**src/rtl/fp_alu_pkg.sv**
```systemverilog
// rtl/fp_alu_pkg.sv - shared constants for the floating-point operand datapath
package fp_alu_pkg;

  localparam logic PRIO_RR    = 1'b0;
  localparam logic PRIO_FIXED = 1'b1;

  localparam int MANT_W = 24;
  localparam int EXP_W  = 8;
  localparam int SIGN_W = 1;

endpackage

```
**src/rtl/fp_rr_arbiter.sv**
```systemverilog
// rtl/fp_rr_arbiter.sv - combinational round-robin / fixed-priority arbiter
module fp_rr_arbiter
  import fp_alu_pkg::*;
#(
  parameter  int NCH  = 4,
  localparam int IDXW = $clog2(NCH)
) (
  input  logic [NCH-1:0]  req,
  input  logic [IDXW-1:0] ptr,
  input  logic            mode,
  output logic [NCH-1:0]  gnt,
  output logic [IDXW-1:0] gnt_idx,
  output logic            any_gnt
);

  localparam int PW = IDXW + 1;

  logic [PW-1:0] pos;

  // Both searches run from the far end down so the nearest candidate is written last.
  always_comb begin
    gnt     = '0;
    gnt_idx = '0;
    any_gnt = 1'b0;
    pos     = '0;
    if (mode == PRIO_FIXED) begin
      for (int i = NCH - 1; i >= 0; i--) begin
        if (req[i]) begin
          gnt_idx = IDXW'(i);
          any_gnt = 1'b1;
        end
      end
    end else begin
      for (int k = NCH - 1; k >= 0; k--) begin
        pos = {1'b0, ptr} + PW'(k);
        if (pos >= PW'(NCH)) begin
          pos = pos - PW'(NCH);
        end
        if (req[pos[IDXW-1:0]]) begin
          gnt_idx = pos[IDXW-1:0];
          any_gnt = 1'b1;
        end
      end
    end
    if (any_gnt) begin
      gnt[gnt_idx] = 1'b1;
    end
  end

endmodule

```
**src/rtl/fp_rr_mux_stage.sv**
```systemverilog
// rtl/fp_rr_mux_stage.sv - N-channel arbitrated operand selector with one-entry output register
module fp_rr_mux_stage
  import fp_alu_pkg::*;
#(
  parameter  int WIDTH = MANT_W,
  parameter  int NCH   = 4,
  localparam int IDXW  = $clog2(NCH)
) (
  input  logic                 clk,
  input  logic                 rst_n,
  input  logic                 prio_mode,
  input  logic [NCH-1:0]       in_valid,
  input  logic [NCH*WIDTH-1:0] in_data,
  output logic [NCH-1:0]       in_ready,
  output logic                 out_valid,
  output logic [WIDTH-1:0]     out_data,
  output logic [IDXW-1:0]      out_ch,
  input  logic                 out_ready
);

  logic [IDXW-1:0]  ptr;
  logic [IDXW-1:0]  ptr_next;
  logic [NCH-1:0]   gnt;
  logic [IDXW-1:0]  gnt_idx;
  logic             any_gnt;
  logic             load;
  logic [WIDTH-1:0] ch_data [NCH];

  fp_rr_arbiter #(.NCH(NCH)) u_arb (
    .req     (in_valid),
    .ptr     (ptr),
    .mode    (prio_mode),
    .gnt     (gnt),
    .gnt_idx (gnt_idx),
    .any_gnt (any_gnt)
  );

  always_comb begin
    for (int i = 0; i < NCH; i++) begin
      ch_data[i] = in_data[i*WIDTH +: WIDTH];
    end
  end

  assign load     = !out_valid || out_ready;
  assign ptr_next = (gnt_idx == IDXW'(NCH - 1)) ? '0 : gnt_idx + 1'b1;
  // Ready is gated by reset so nothing is acknowledged while state is being cleared.
  assign in_ready = (rst_n && load) ? gnt : '0;

  always_ff @(posedge clk) begin
    if (!rst_n) begin
      out_valid <= 1'b0;
      out_data  <= '0;
      out_ch    <= '0;
      ptr       <= '0;
    end else if (load) begin
      if (any_gnt) begin
        out_valid <= 1'b1;
        out_data  <= ch_data[gnt_idx];
        out_ch    <= gnt_idx;
        if (prio_mode == PRIO_RR) begin
          ptr <= ptr_next;
        end
      end else begin
        out_valid <= 1'b0;
      end
    end
  end

endmodule

```
**config.mk**
```make
export PLATFORM = sky130hd
export DESIGN_NAME = fp_rr_mux_stage
export DESIGN_NICKNAME = d
export VERILOG_FILES = /design/src/rtl/fp_alu_pkg.sv /design/src/rtl/fp_rr_arbiter.sv /design/src/rtl/fp_rr_mux_stage.sv
export SDC_FILE = /design/constraint.sdc
export NUM_CORES = 1
export LEC_CHECK = 0
export ABC_CLOCK_PERIOD_IN_PS = 2450
export BUFFER_PORTS_ARGS = -buffer_cell sky130_fd_sc_hd__buf_2
export CAP_MARGIN = 40
export CORE_MARGIN = 2
export CORE_UTILIZATION = 40
export CTS_CLUSTER_DIAMETER = 150
export DETAILED_ROUTE_END_ITERATION = 10
export HOLD_SLACK_MARGIN = 0.03
export PLACE_DENSITY = 0.87
export SKIP_LAST_GASP = 1
export SLEW_MARGIN = 20
export SYNTH_ARGS = -nofsm -noshare
export SYNTH_HDL_FRONTEND = slang
export SYNTH_SLANG_ARGS = --single-unit
```
**constraint.sdc**
```tcl
create_clock -name clk -period 2.45 [get_ports clk]
set_clock_uncertainty 0.15 [all_clocks]
set_input_delay 0.3675 -clock clk [delete_from_list [all_inputs] [get_ports clk]]
set_output_delay 0.3675 -clock clk [all_outputs]
set_load 0.03 [all_outputs]
```
* Word level (Yosys, flattened, before mapping)
Index checks and enable logic that the tools add are counted.
** Storage, ports and cells
- Bits of input ports :: 104
- ROM bits :: 0
- Bits in registers :: 29
- Bits in latches :: 0
- Logic and storage cells :: 75
- Bits in writable memories :: 0
- Memories :: 0
- Output and inout port bits :: 31
** Cells by class
- Multipliers :: 0
- Shift-type cells :: 0
- Bitwise operators :: 2
- Order comparisons :: 11
- Add/subtract/negate cells :: 8
- Eq/ne operators :: 1
- Multiplexer cells :: 43
- Divide/modulo/power cells :: 0
- Reduce and logical (&&, ||, !) cells :: 6
** Operator list (count)
- binary-select mux 24 bit (select 2 bit) :: 1
- 2-to-1 mux 24 bit :: 2
- 2-to-1 mux 2 bit :: 18
- less-than comparator 2 x 3 -> 1 bit (second input constant) :: 5
- 2-to-1 mux 1 bit :: 15
- >= comparator 3 bit (second input constant) :: 4
- binary-select mux 1 bit (select 2 bit) :: 4
- 2-to-1 mux 4 bit :: 2
- subtractor 2 x 1 -> 2 bit (second input constant) :: 4
- adder 2 x 2 -> 3 bit (second input constant) :: 2
- adder 2 x 1 -> 3 bit (second input constant) :: 1
- >= comparator 2 x 3 -> 1 bit (second input constant) :: 1
- inverter 2 -> 3 bit :: 1
- AND reduction 3 bit :: 1
- adder 2 x 1 -> 2 bit (second input constant) :: 1
- demux 1 bit (select 2 bit) :: 1
- equality test 2 bit (second input constant) :: 1
- >= comparator 2 x 1 -> 1 bit (second input constant) :: 1
- logical AND 1 bit :: 2
- AND reduction 2 bit :: 1
- logical NOT 1 bit :: 1
- logical OR 1 bit :: 1
- inverter 1 bit :: 1

* Depth between registers and ports, before layout
- Depth after elaboration :: 17
- Gate-level depth with buffers :: 9
- Gate-level depth less buffers :: 7

* Hierarchy
A second synthesis with hierarchy kept.
** Second synthesis, totals
- Cells, all modules :: 144
- Area total of the unflattened synthesis :: 1799.2 um^2
** By module, submodules not included
- fp_rr_mux_stage :: cells each 113, times used 1, area each 1611.5 um^2, sequential area each 580.6 um^2
- fp_rr_arbiter :: cells each 31, times used 1, area each 187.7 um^2, sequential area each 0.0 um^2

* Least setup slack after synthesis
OpenSTA, ideal clock, no wires.
- Kind :: input port to output port
- From :: input prio_mode
- To :: output in_ready[1]
- Stages :: 6
- Required time :: 1.933 ns
- Path slack :: -0.246 ns
- Path buffers :: 1
- Data arrival time :: 2.179 ns
- Cells stage by stage :: nand2b_1 > o21a_1 > o22a_1 > nand3b_4 > buf_2 > nor4_1
** On the way
- Word-level cells in the longest chain between the ends :: 7
- Elaborated cells between the ends (all ways) :: 9
- Classes of those cells :: 2 x order compare; 6 x mux; 1 x reduce/logical
** Ends and longest elaborated chain
- start, declared :: line fp_rr_mux_stage.sv:11 : input logic prio_mode,
- 2-to-1 mux 2 bit :: line fp_rr_arbiter.sv:26 : if (mode == PRIO_FIXED) begin
- less-than comparator 2 x 3 -> 1 bit (not written as such) / >= comparator 2 x 1 -> 1 bit (equally long branches) :: line fp_rr_arbiter.sv:46 : gnt[gnt_idx] = 1'b1;
- logical AND 1 bit (not written as such) :: line fp_rr_arbiter.sv:46
- 2-to-1 mux 1 bit (not written as such) :: line fp_rr_arbiter.sv:46
- demux 1 bit (select 2 bit)
- 2-to-1 mux 4 bit (*) :: line fp_rr_arbiter.sv:45 : if (any_gnt) begin
- 2-to-1 mux 4 bit (*) :: line fp_rr_mux_stage.sv:47 : assign in_ready = (rst_n && load) ? gnt : '0;
- end, declared :: line fp_rr_mux_stage.sv:14 : output logic [NCH-1:0] in_ready,
Mark *: on every way between the ends. The rest lies on a longest branch, timed or not.

* Worst setup path after layout
- From :: register ptr[1]
- To :: output in_ready[1]
** On the way
- Word-level cells in the longest chain between the ends :: 17
- Elaborated cells between the ends (all ways) :: 44
- Classes of those cells :: 7 x add/sub; 6 x order compare; 30 x mux; 1 x reduce/logical
** Ends and longest elaborated chain
- start, declared :: line fp_rr_mux_stage.sv:21 : logic [IDXW-1:0] ptr;
- start signal, assigned :: line fp_rr_mux_stage.sv:61 : ptr <= ptr_next;
- adder 2 x 2 -> 3 bit :: line fp_rr_arbiter.sv:35 : pos = {1'b0, ptr} + PW'(k);
- >= comparator 3 bit / subtractor 2 x 1 -> 2 bit (equally long branches) :: line fp_rr_arbiter.sv:36, fp_rr_arbiter.sv:37
- 2-to-1 mux 2 bit :: line fp_rr_arbiter.sv:36 : if (pos >= PW'(NCH)) begin
- 2-to-1 mux 2 bit :: line fp_rr_arbiter.sv:26
- binary-select mux 1 bit (select 2 bit) :: line fp_rr_arbiter.sv:39 : if (req[pos[IDXW-1:0]]) begin
- 2-to-1 mux 1 bit (not written as such) :: line fp_rr_arbiter.sv:39
- 2-to-1 mux 2 bit (4 in series) :: line fp_rr_arbiter.sv:39
- 2-to-1 mux 2 bit :: line fp_rr_arbiter.sv:26
- less-than comparator 2 x 3 -> 1 bit (not written as such) / >= comparator 2 x 1 -> 1 bit (equally long branches) :: line fp_rr_arbiter.sv:46
- logical AND 1 bit (not written as such) :: line fp_rr_arbiter.sv:46
- 2-to-1 mux 1 bit (not written as such) :: line fp_rr_arbiter.sv:46
- demux 1 bit (select 2 bit)
- 2-to-1 mux 4 bit (*) :: line fp_rr_arbiter.sv:45
- 2-to-1 mux 4 bit (*) :: line fp_rr_mux_stage.sv:47
Mark *: on every way between the ends. The rest lies on a longest branch, timed or not. The select of a mux whose other input is x is not followed.

==> flow_summary.json <==
{
  "status": "complete, no violations",
  "drcViolationCount": 0,
  "grt_pass1_vias": 1867,
  "avgRoutedWirePerCell_um": 13.9,
  "crit_type": "reg -> out",
  "drtAntennaViolNets": 0,
  "cts_made_buffers": 5,
  "die_h_um": 70.0,
  "finalCritPeriodShare": 0.936,
  "n_fill_cell": 361,
  "maxSlewViolCount": 0,
  "ys_seq_elements": 29,
  "synth_adder_area_share": 0.00718,
  "finalWorstPathRequiredPeriod_ns": 2.29,
  "p_switching_mw": 0.505,
  "ff_latch_area_um2": 581,
  "cts.sink_count": 29,
  "yosys.area.top_type": "dfxtp_1",
  "core-area_um2": 4260,
  "syn_area_um2": 1740,
  "drive_gt1_frac": 0.497,
  "ir_worst_vdd_mv": 0.316,
  "via_per_inst": 5.28,
  "postCtsSetupBuffers": 0,
  "fin_util": 0.604,
  "fp-row-count": 24,
  "worst_pin_slew_ns": 0.456,
  "hpwl_um": 3870,
  "yosysSeqAreaShare": 0.333,
  "htree_levels": 2,
  "internal-power_mw": 1.09,
  "seq_power_share": 0.351,
  "synth_warnings": 0,
  "power_frac_comb": 0.330,
  "hold_viol_final": 0,
  "grt_start_max_net_pins": 38,
  "diodes": 0,
  "fp.dieW_um": 70.0,
  "antenna_found_initial": 0,
  "die-area_um2": 4900,
  "critPathMaxFanout": 4,
  "syn2layout_area_growth_pct": 47.7,
  "layout.nets": 416,
  "synth_mux_area_frac": 0.293,
  "postSynthCellCount": 178,
  "mostFrequentLayoutCells": "133 x buf_2, 51 x mux2i_1, 29 x dfxtp_1",
  "syn_nets": 283,
  "grt.total_usage": 0.210,
  "setup_violations": 0,
  "synthDistinctLibCells": 27,
  "ys_top_cells_by_area": "dfxtp_1 33%, mux2i_1 29%, o221ai_1 12%, nand2_1 5.6%, buf_6 3.9%",
  "routed_wl_um": 5080,
  "clkTransAtPathRegs_ns": 0.06,
  "cp.required_ns": 1.93,
  "synth_top_family_by_area": "multiplexers",
  "finalSetupTns_ns": 0,
  "io_pins": 135,
  "power_density_nw_per_um2": 618,
  "start_util": 0.409,
  "worst_slack_ns": 0.157,
  "crit_path_start_kind": "flop",
  "synth-compound-area-share": 0.167,
  "cts.path.max_buffers": 2,
  "clock-root-buffer": "clkbuf_8",
  "grt_pass1_wl_um": 8250,
  "dr.pass1.iters": 4,
  "cts_tree": "done",
  "avgSynthCellArea_um2": 9.79,
  "yosysTopAreaCellShare": 0.333,
  "end_kind": "output port",
  "fmaxAchievable_ghz": 0.436,
  "dp_slack_ns": 0.00638,
  "swShare": 0.317,
  "power.leakage_nw": 1.28,
  "clkPwrFrac": 0.319,
  "maxCapViolCount": 0,
  "hold_path.class": "in -> reg",
  "gp_congestion": 0.809,
  "totalPowerFinal_mw": 1.59,
  "clock_latency_ns": 0.28,
  "via_count": 1923,
  "portBuffers": 134,
  "arrival_ns": 1.78,
  "rsz0062_at_grt": "false",
  "relSlewSlack": 0.696,
  "synth-simple-area-share": 0.138,
  "drt_iter0_drc": 44,
  "multi_input_area_um2": 1080,
  "layout_commonest_cell": "buf_2",
  "grt-ovfl-total": 0,
  "synthXorXnorAreaFrac": 0
}
[path summary, 6_finish.rpt]
kind / from / endpoint / slack, ns / cells past startpoint
max: ptr[1]$_SDFFE_PN0P_ / in_ready[1] / 0.16 / 6
min reg2reg: out_data[8]$_SDFFE_PN0P_ / out_data[8]$_SDFFE_PN0P_ / 0.31 / 2
max reg2reg: ptr[1]$_SDFFE_PN0P_ / out_data[0]$_SDFFE_PN0P_ / 0.28 / 7
min: in_data[21] / out_data[21]$_SDFFE_PN0P_ / 0.25 / 3
[worst max-delay path: stages, from the launching register on]
cell	delay (ns)
dfxtp_1	0.39
a21oi_1	0.08
o21a_1	0.19
o22a_1	0.25
nand3b_4	0.20
nor4_2	0.17
buf_4	0.20
[Yosys cell counts]
cell	instances
buf_2	6
and3_1	1
o21ai_0	1
nand3_1	1
o22a_1	1
mux2i_1	51
or3b_2	1
dfxtp_1	29
o221ai_1	24
nand2b_1	5
nand2_1	26
and2_1	1
nor4_1	2
inv_1	1
nor2b_1	5
o21a_1	1
ha_1	1
a21oi_1	2
o2bb2ai_1	1
clkbuf_1	2
a21boi_0	3
buf_6	6
nand3b_4	1
or3b_1	1
nor2_1	2
a21oi_2	2
nor3_1	1
[repair_timing]
item	CTS	global route
endpoints found under the setup margin	3	4
pin swaps	0	0
gates resized for setup	1	3
hold buffers	0	0
gates cloned	0	0
[metal layers]
layer	track usage	up-vias	part of all wire
li1	-	938	-
met5	0	-	0
met2	0.377	102	0.49
met1	0.230	871	0.40
met3	0.0620	12	0.087
met4	0.0855	0	0.022
[power by group through the flow]
stage                     Clock, mW  Sequential, mW  Combinational (mW)
final                         0.507           0.558               0.525
after global routing          0.548           0.564               0.568
after CTS                     0.523           0.558               0.527
after detailed placement          0           0.566               0.527
after global placement            0           0.565               0.512
after floorplan                   0           0.668               0.250
[through the flow]
stage | cells | area, µm² | hold WS, ns
4_1_cts | 364 | 2560 | 0.242
3_5_place_dp | 356 | 2440 | 0.296
2_1_floorplan | 178 | 1750 | 0.384
5_1_grt | 364 | 2570 | 0.260
3_3_place_gp | 356 | 2440 | 0.288
6_report | 364 | 2570 | 0.249
[flip-flops by register name, summed over array words and instances (netlist names)]
signal     count
out_ch         2
out_data      24
out_valid      1
ptr            2
[cell type report]
type                    count  area share
multi-input cells         134       0.419
repair buffers            140       0.284
flip-flops and latches     29       0.225
clock buffers               7      0.0335
well taps                  52      0.0253
clock inverters             1      0.0117
inverters                   1     0.00146
[kinds of logic after synthesis]
group | after synthesis
AO/OA/AOI/OAI | 35
adder cells (fa/ha/maj) | 1
buffers and inverters | 15
flip-flops | 29
multiplexers | 51
AND/OR/NAND/NOR | 47
Power figures use the tool's default switching activity.
